File: src/rtl/lsu_bus_ctrl_pkg.sv
// Shared definitions for the LSU bus controller: access size codes,
// byte-enable base patterns and the controller FSM state type.
package lsu_bus_ctrl_pkg;

  localparam logic [2:0] F3_B  = 3'b000;
  localparam logic [2:0] F3_H  = 3'b001;
  localparam logic [2:0] F3_W  = 3'b010;
  localparam logic [2:0] F3_BU = 3'b100;
  localparam logic [2:0] F3_HU = 3'b101;

  localparam logic [3:0] BE_BYTE = 4'b0001;
  localparam logic [3:0] BE_HALF = 4'b0011;
  localparam logic [3:0] BE_WORD = 4'b1111;

  typedef enum logic [1:0] {
    S_IDLE = 2'd0,
    S_REQ  = 2'd1,
    S_WAIT = 2'd2,
    S_DONE = 2'd3
  } state_e;

endpackage

File: src/rtl/lsu_bus_ctrl_align.sv
// Lane steering for the LSU: store byte-enable/data replication with
// misalign/illegal detection, and load byte/half extraction with extension.
module lsu_align
  import lsu_bus_ctrl_pkg::*;
(
  input  logic        req_we_i,
  input  logic [2:0]  req_funct3_i,
  input  logic [1:0]  req_addr_lo_i,
  input  logic [31:0] req_wdata_i,
  output logic [3:0]  req_be_o,
  output logic [31:0] req_wdata_o,
  output logic        req_bad_o,
  input  logic [2:0]  rsp_funct3_i,
  input  logic [1:0]  rsp_addr_lo_i,
  input  logic [31:0] rsp_rdata_i,
  output logic [31:0] rsp_data_o
);

  logic [7:0]  lane_b;
  logic [15:0] lane_h;

  // NOTE: every combinational output gets a default before the case so no
  // path leaves it unassigned and no latch is inferred.
  always_comb begin
    req_be_o    = '0;
    req_wdata_o = req_wdata_i;
    req_bad_o   = 1'b0;
    case (req_funct3_i)
      F3_B, F3_BU: begin
        req_be_o    = BE_BYTE << req_addr_lo_i;
        req_wdata_o = {4{req_wdata_i[7:0]}};
        req_bad_o   = req_we_i && (req_funct3_i == F3_BU);
      end
      F3_H, F3_HU: begin
        req_be_o    = BE_HALF << req_addr_lo_i;
        req_wdata_o = {2{req_wdata_i[15:0]}};
        req_bad_o   = req_addr_lo_i[0] || (req_we_i && (req_funct3_i == F3_HU));
      end
      F3_W: begin
        req_be_o  = BE_WORD;
        req_bad_o = |req_addr_lo_i;
      end
      default: req_bad_o = 1'b1;
    endcase
  end

  always_comb begin
    case (rsp_addr_lo_i)
      2'd0:    lane_b = rsp_rdata_i[7:0];
      2'd1:    lane_b = rsp_rdata_i[15:8];
      2'd2:    lane_b = rsp_rdata_i[23:16];
      default: lane_b = rsp_rdata_i[31:24];
    endcase
    lane_h = rsp_addr_lo_i[1] ? rsp_rdata_i[31:16] : rsp_rdata_i[15:0];
  end

  always_comb begin
    case (rsp_funct3_i)
      F3_B:    rsp_data_o = {{24{lane_b[7]}}, lane_b};
      F3_H:    rsp_data_o = {{16{lane_h[15]}}, lane_h};
      F3_W:    rsp_data_o = rsp_rdata_i;
      F3_BU:   rsp_data_o = {24'h0, lane_b};
      F3_HU:   rsp_data_o = {16'h0, lane_h};
      default: rsp_data_o = '0;
    endcase
  end

endmodule

File: src/rtl/lsu_bus_ctrl.sv
// Data-side LSU: turns one mem_rd/mem_wr strobe into a single word-aligned
// req/gnt/rvalid bus transaction, stalling the pipeline until it completes.
module lsu_bus_ctrl
  import lsu_bus_ctrl_pkg::*;
#(
  parameter int unsigned TIMEOUT_CYCLES = 255,
  parameter int unsigned ADDR_W         = 32
) (
  input  logic              clk_i,
  input  logic              rst_i,
  input  logic              mem_rd_i,
  input  logic              mem_wr_i,
  input  logic [2:0]        funct3_i,
  input  logic [ADDR_W-1:0] addr_i,
  input  logic [31:0]       wdata_i,
  output logic              stall_o,
  output logic [31:0]       rdata_o,
  output logic              err_o,
  output logic              bus_req_o,
  output logic              bus_we_o,
  output logic [ADDR_W-1:0] bus_addr_o,
  output logic [3:0]        bus_be_o,
  output logic [31:0]       bus_wdata_o,
  input  logic              bus_gnt_i,
  input  logic              bus_rvalid_i,
  input  logic [31:0]       bus_rdata_i
);

  localparam int unsigned     CNT_W    = $clog2(TIMEOUT_CYCLES + 1);
  localparam logic [CNT_W-1:0] CNT_LAST = CNT_W'(TIMEOUT_CYCLES - 1);

  state_e              state_q, state_d;
  logic                we_q, we_d;
  logic [2:0]          funct3_q, funct3_d;
  logic [ADDR_W-1:0]   addr_q, addr_d;
  logic [3:0]          be_q, be_d;
  logic [31:0]         wdata_q, wdata_d;
  logic [31:0]         rdata_q, rdata_d;
  logic                err_pend_q, err_pend_d;
  logic [CNT_W-1:0]    cnt_q, cnt_d;

  logic [3:0]  al_be;
  logic [31:0] al_wdata;
  logic        al_bad;
  logic [31:0] al_rsp;
  logic        tmo_hit;

  lsu_align u_align (
    .req_we_i      (mem_wr_i),
    .req_funct3_i  (funct3_i),
    .req_addr_lo_i (addr_i[1:0]),
    .req_wdata_i   (wdata_i),
    .req_be_o      (al_be),
    .req_wdata_o   (al_wdata),
    .req_bad_o     (al_bad),
    .rsp_funct3_i  (funct3_q),
    .rsp_addr_lo_i (addr_q[1:0]),
    .rsp_rdata_i   (bus_rdata_i),
    .rsp_data_o    (al_rsp)
  );

  assign tmo_hit = (cnt_q == CNT_LAST);

  always_comb begin
    state_d    = state_q;
    we_d       = we_q;
    funct3_d   = funct3_q;
    addr_d     = addr_q;
    be_d       = be_q;
    wdata_d    = wdata_q;
    rdata_d    = rdata_q;
    err_pend_d = err_pend_q;
    stall_o    = 1'b0;
    cnt_d      = (state_q == S_REQ || state_q == S_WAIT) ? cnt_q + CNT_W'(1) : '0;

    case (state_q)
      S_IDLE: begin
        stall_o = mem_rd_i | mem_wr_i;
        if (mem_rd_i || mem_wr_i) begin
          we_d       = mem_wr_i;
          funct3_d   = funct3_i;
          addr_d     = addr_i;
          be_d       = al_be;
          wdata_d    = al_wdata;
          err_pend_d = al_bad;
          state_d    = al_bad ? S_DONE : S_REQ;
        end
      end
      S_REQ: begin
        stall_o = 1'b1;
        // A grant racing the last timeout cycle still aborts; its late
        // rvalid is dropped because the FSM is no longer in WAIT.
        if (tmo_hit) begin
          state_d    = S_DONE;
          err_pend_d = 1'b1;
          if (!we_q) rdata_d = '0;
        end else if (bus_gnt_i) begin
          state_d = S_WAIT;
        end
      end
      S_WAIT: begin
        stall_o = 1'b1;
        if (bus_rvalid_i) begin
          state_d = S_DONE;
          if (!we_q) rdata_d = al_rsp;
        end else if (tmo_hit) begin
          state_d    = S_DONE;
          err_pend_d = 1'b1;
          if (!we_q) rdata_d = '0;
        end
      end
      default: state_d = S_IDLE;
    endcase
  end

  // NOTE: state registers use non-blocking assignments so every flop samples
  // the pre-edge values regardless of statement order.
  always_ff @(posedge clk_i) begin
    if (rst_i) begin
      state_q    <= S_IDLE;
      we_q       <= 1'b0;
      funct3_q   <= '0;
      addr_q     <= '0;
      be_q       <= '0;
      wdata_q    <= '0;
      rdata_q    <= '0;
      err_pend_q <= 1'b0;
      cnt_q      <= '0;
    end else begin
      state_q    <= state_d;
      we_q       <= we_d;
      funct3_q   <= funct3_d;
      addr_q     <= addr_d;
      be_q       <= be_d;
      wdata_q    <= wdata_d;
      rdata_q    <= rdata_d;
      err_pend_q <= err_pend_d;
      cnt_q      <= cnt_d;
    end
  end

  assign rdata_o     = rdata_q;
  assign err_o       = (state_q == S_DONE) && err_pend_q;
  assign bus_req_o   = (state_q == S_REQ);
  assign bus_we_o    = we_q;
  assign bus_addr_o  = {addr_q[ADDR_W-1:2], 2'b00};
  assign bus_be_o    = be_q;
  assign bus_wdata_o = wdata_q;

endmodule
File: config.mk
export PLATFORM = sky130hd
export DESIGN_NAME = lsu_bus_ctrl
export DESIGN_NICKNAME = d
export VERILOG_FILES = /design/src/rtl/lsu_bus_ctrl_pkg.sv /design/src/rtl/lsu_bus_ctrl_align.sv /design/src/rtl/lsu_bus_ctrl.sv
export SDC_FILE = /design/constraint.sdc
export NUM_CORES = 1
export LEC_CHECK = 0
export CAP_MARGIN = 25
export CORE_MARGIN = 1
export CORE_UTILIZATION = 48
export CTS_CLUSTER_SIZE = 10
export DETAILED_ROUTE_END_ITERATION = 10
export PLACE_DENSITY = 0.9
export SYNTH_ARGS = -nofsm -noshare
export SYNTH_HDL_FRONTEND = slang
export SYNTH_SLANG_ARGS = --single-unit
File: constraint.sdc
create_clock -name clk_i -period 2.45 [get_ports clk_i]
set_input_delay 0.245 -clock clk_i [delete_from_list [all_inputs] [get_ports clk_i]]
set_output_delay 0.245 -clock clk_i [all_outputs]
set_load 0.005 [all_outputs]
-- Word-level counts from Yosys, hierarchy flattened
Cells that the tools add are included.
Widths: inputs -> output; s select.
- bits in registers: 115
- input port bits: 105
- output and inout bits: 104
- word-level logic and storage cells: 77
- $add $sub $neg: 1
- equality and inequality tests: 19
- shifts and indexed selects: 2
- muxes and demuxes: 23
- bitwise logic cells: 2
- reduce and logical (&&, ||, !) cells: 21
- operator list (operator ; number):
    $pmux 32 s5 ; 1
    $mux 32 ; 4
    $pmux 32 s2 ; 2
    $pmux 8 s3 ; 1
    $mux 16 ; 1
    $eq 3x3->1 const B ; 4
    $mux 2 ; 6
    $pmux 4 s3 ; 1
    $reduce_or 2->1 ; 5
    $add 8x1->8 const B ; 1
    $eq 8x8->1 const B ; 1
    $eq 2x2->1 const B ; 3
    $eq 3x1->1 const B ; 2
    $eq 3x2->1 const B ; 2
    $logic_not 3->1 ; 2
    $ne 3x3->1 const B ; 2
    $pmux 1 s3 ; 2
    $pmux 2 s3 ; 1
    $reduce_and 3->1 ; 2
    $eq 2x1->1 const B ; 2
    $logic_not 2->1 ; 2
    $ne 2x2->1 const B ; 2
    $reduce_and 2->1 ; 2
    $shl 1x2->4 const A ; 1
    10 further kinds ; 16

-- Depth between registers and ports, before layout
- depth after elaboration: 7
- depth in mapped cells: 8
- depth with buffers taken out: 6

-- Cells and area by module
From an unflattened synthesis, not the netlist that was laid out.
- cell total of the unflattened synthesis: 670
- area total of the unflattened synthesis: 5551.6 um^2
- modules (own cells, without submodules) (module ; instances ; cells each ; area an instance (um^2) ; seq. area each (um^2)):
    lsu_bus_ctrl ; 1 ; 492 ; 4274.1 ; 2302.2
    lsu_align ; 1 ; 178 ; 1277.5 ; 0.0

-- Worst setup path after synthesis
Ideal clock, no wire load.
- kind: register to output
- start point: register state_q[0]
- end point: output port stall_o
- arrival time: 1.476 ns
- data required time: 2.205 ns
- path slack: 0.729 ns
- stages on the path, launching flop included: 9
- buffers on the path: 3
- cells stage by stage: dfxtp_1 -> inv_1 -> ha_1 -> o21a_1 -> clkbuf_1 -> buf_2 -> buf_2 -> nor2_1 -> nor2_1
- cells in the longest elaborated chain, start to end: 3
- elaborated cells between the ends (all ways): 5
- classes of those cells: eq/ne: 2; mux: 1; reduce/logical: 2
- RTL lines (what ; RTL line ; text):
    start: declaration ; lsu_bus_ctrl.sv:32 ; state_e state_q, state_d;
    start signal: assignment ; lsu_bus_ctrl.sv:130 ; state_q <= state_d;
    $eq 2x1->1 or $eq 2x2->1 (tied branches) ; lsu_bus_ctrl.sv:76 ; case (state_q)
    $reduce_or 2->1 (no line) ; n/a ;
    $pmux 1 s2 * ; lsu_bus_ctrl.sv:76 ;
    end: declaration ; lsu_bus_ctrl.sv:16 ; output logic stall_o,
Every way passes the cells marked *; elsewhere a longest branch is shown, timed or not.

-- Final worst setup path
- start point: register state_q[1]
- end point: output port stall_o
Same word-level chain as after synthesis.

==> impl_metrics.ini <==
[die]
coreArea_um2 = 11000
die_x_um = 109
start_util = 0.501
die_area_um2 = 11900
io_pins = 209
die_h_um = 109
rows = 38

[critical_path]
worst-path-buf-inv = 2
crit_type = reg -> out
cpPeakStageDelay_ps = 530
worst_path_max_delay_cell = clkdlybuf4s50_1
startpoint_type = flop
crit_cells = 6
critPathMostFrequentCell = nor2_1
worstPathCellList = inv_1 -> ha_1 -> o21a_2 -> nor2_1 -> nor2_1 -> clkdlybuf4s50_1
cp-end-kind = output pin
ff2ff_path_depth = 6
critical_path.max_fanout = 6
cp.required_ps = 2200
cp_top_family = buffers and inverters
cp.arrival_ps = 2080

[routing]
wirelength_um = 16900
dr.pass1.iters = 5
drtIter0Drc = 369
viasPerCell = 5.76
wl_per_cell_um = 17.7
postRouteAntennaNets = 0
remaining_drc_errors = 0
vias = 5504

[pwr]
peakVddDrop_mv = 0.496
switchingPower_mw = 2.63
p_leak_nw = 3.00
internal_power_mw = 5.64
pwr-share-comb = 0.356
seq_power_share = 0.315
switching_share = 0.318
power_density_nw_per_um2 = 1030
p_clk_frac = 0.329

[sta]
tns_ps = 0
tightestPinTransition_ps = 807
fin_ws_ps = 127
report.final.slew_viol_count = 0
fin_hold_ws_ps = 102
fin_crit_ps = 2320
max_clock_freq_mhz = 430
grt_setup_unrepaired = no
report.final.setup_viol = 0
skew_ps = 13.5
final-hold-violation-count = 0
fin_crit_sh = 0.948
relSlewSlack = 0.460

[clock_network]
clock_path_buffers = 2
cts_max_level = 4
clkTransAtPathRegs_ps = 50
cts_tree = yes
postCtsResizedCells = 0
holdBufCountCts = 0
root_buffer = clkbuf_16
clock-sinks = 115
numCtsBuffers = 17
postCtsSetupBuffers = 0
clk_latency_ps = 420

[final_layout]
post_route_cells_drive_above_1_share = 0.0822
mostFrequentLayoutCells = 205 x clkdlybuf4s50_1, 140 x nand2_1, 115 x dfxtp_1
final_common_cell = clkdlybuf4s50_1
area_delta_synth_final_pct = 46.5
fin_nets = 914
antennaDiodeCount = 0
final-instance-count-excl-fill = 955
final_cell_area_um2 = 8050

[global_route]
first_global_vias = 5504
grt_max_degree = 88
grt_pass1_wl_um = 26200
grtUsageMet2 = 0.489
grt_use_met1 = 0.309
use_met3 = 0.0950
grt_overflow = 0
busiest_layer = met2
grt_use_total = 0.282
antenna_found_initial = 0

[logic_synthesis]
synth-main-ff-cell = dfxtp_1
ys_async_sr_fraction = 0
yosysTopAreaCell = dfxtp_1
yosys_warnings = 0
synthTopCellsByArea = dfxtp_1 42%, nand2_1 9.6%, a21oi_1 5.4%, mux2i_1 4.6%, buf_4 4.5%
synthDistinctLibCells = 53
synth_seq_cells = 115
syn_inst = 645
netlist.area_leader.share = 0.419
yosysSeqAreaShare = 0.419
syn-cell-area_um2 = 5500
synth_edf_count = 0
syn_avg_cell_area_um2 = 8.52

[placed_design]
gp_congestion = 0.888
dp_slack_ps = 447
portBuffers = 206
dp.cells = 923
place_area_um2 = 7400
place_hpwl_um = 11700

[flow_run]
cap_violations = 0

[status]
status = completed

[hold_path]
holdPathStages = 2
hold_path_class = in -> reg
cell type report:
class | instances | area [µm²]
Timing Repair Buffer | 218 | 2180
Inverter | 7 | 26.3
Sequential cell | 115 | 2300
Tap cell | 140 | 175
Multi-Input combinational cell | 443 | 2720
Clock buffer | 18 | 439
Clock inverter | 14 | 210
Fill cell | 788 | 2930
cells by family (layout without fill, tap and decap cells):
family | after synthesis | after routing | synth area share
AND/OR/NAND/NOR | 210 | 210 | 0.160
AO/OA/AOI/OAI | 184 | 184 | 0.237
flip-flops | 115 | 115 | 0.419
buffers and inverters | 88 | 257 | 0.0894
multiplexers | 35 | 35 | 0.0701
adder cells (fa/ha/maj) | 7 | 7 | 0.0159
XOR/XNOR | 5 | 5 | 0.00797
other | 1 | 2 | 0.000682
stage by stage:
stage          utilization  power (mW)
2_1_floorplan            -        4.28
3_3_place_gp         0.673        5.40
3_5_place_dp         0.674        5.53
4_1_cts              0.733        8.28
5_1_grt              0.733        8.67
6_report             0.733        8.27
power groups by stage:
stage	sequential, mW	combinational [mW]	clock (mW)
2_1_floorplan	2.57	1.71	0
6_report	2.60	2.95	2.72
4_1_cts	2.60	2.94	2.74
5_1_grt	2.66	3.18	2.83
3_5_place_dp	2.63	2.90	0
3_3_place_gp	2.61	2.79	0
path summary, 6_finish.rpt:
kind / endpoint / startpoint / slack, ps
max: stall_o / state_q[1] / 130
min reg2reg: addr_q[15] / addr_q[15] / 450
min: err_pend_q / rst_i / 100
max reg2reg: err_pend_q / state_q[1] / 430
cell usage after synthesis, drive strengths merged, types with 4 or more instances:
master / instances
or3: 7
mux2i: 25
a21oi: 59
clkbuf: 33
a22oi: 16
buf: 48
dfxtp: 115
ha: 7
o211ai: 7
o2111a: 6
nor2: 37
inv: 7
mux2: 9
o21ai: 24
nand2: 140
a221o: 7
a22o: 16
a211oi: 8
o2bb2ai: 17
a311oi: 9
nand3: 4
nor3: 6
metal layers:
layer,share of wire,up-vias
li1,-,2572
met1,0.38,2557
met2,0.49,321
met3,0.11,54
met4,0.029,0
met5,0,-
state kept, by name, summed over array words and instances, names as in the netlist:
signal	flops
err_pend_q	1
addr_q	32
bus_be_o	4
bus_we_o	1
state_q	2
funct3_q	3
rdata_o	32
bus_wdata_o	32
cnt_q	8
No activity file was read; power rests on OpenSTA's default activity.
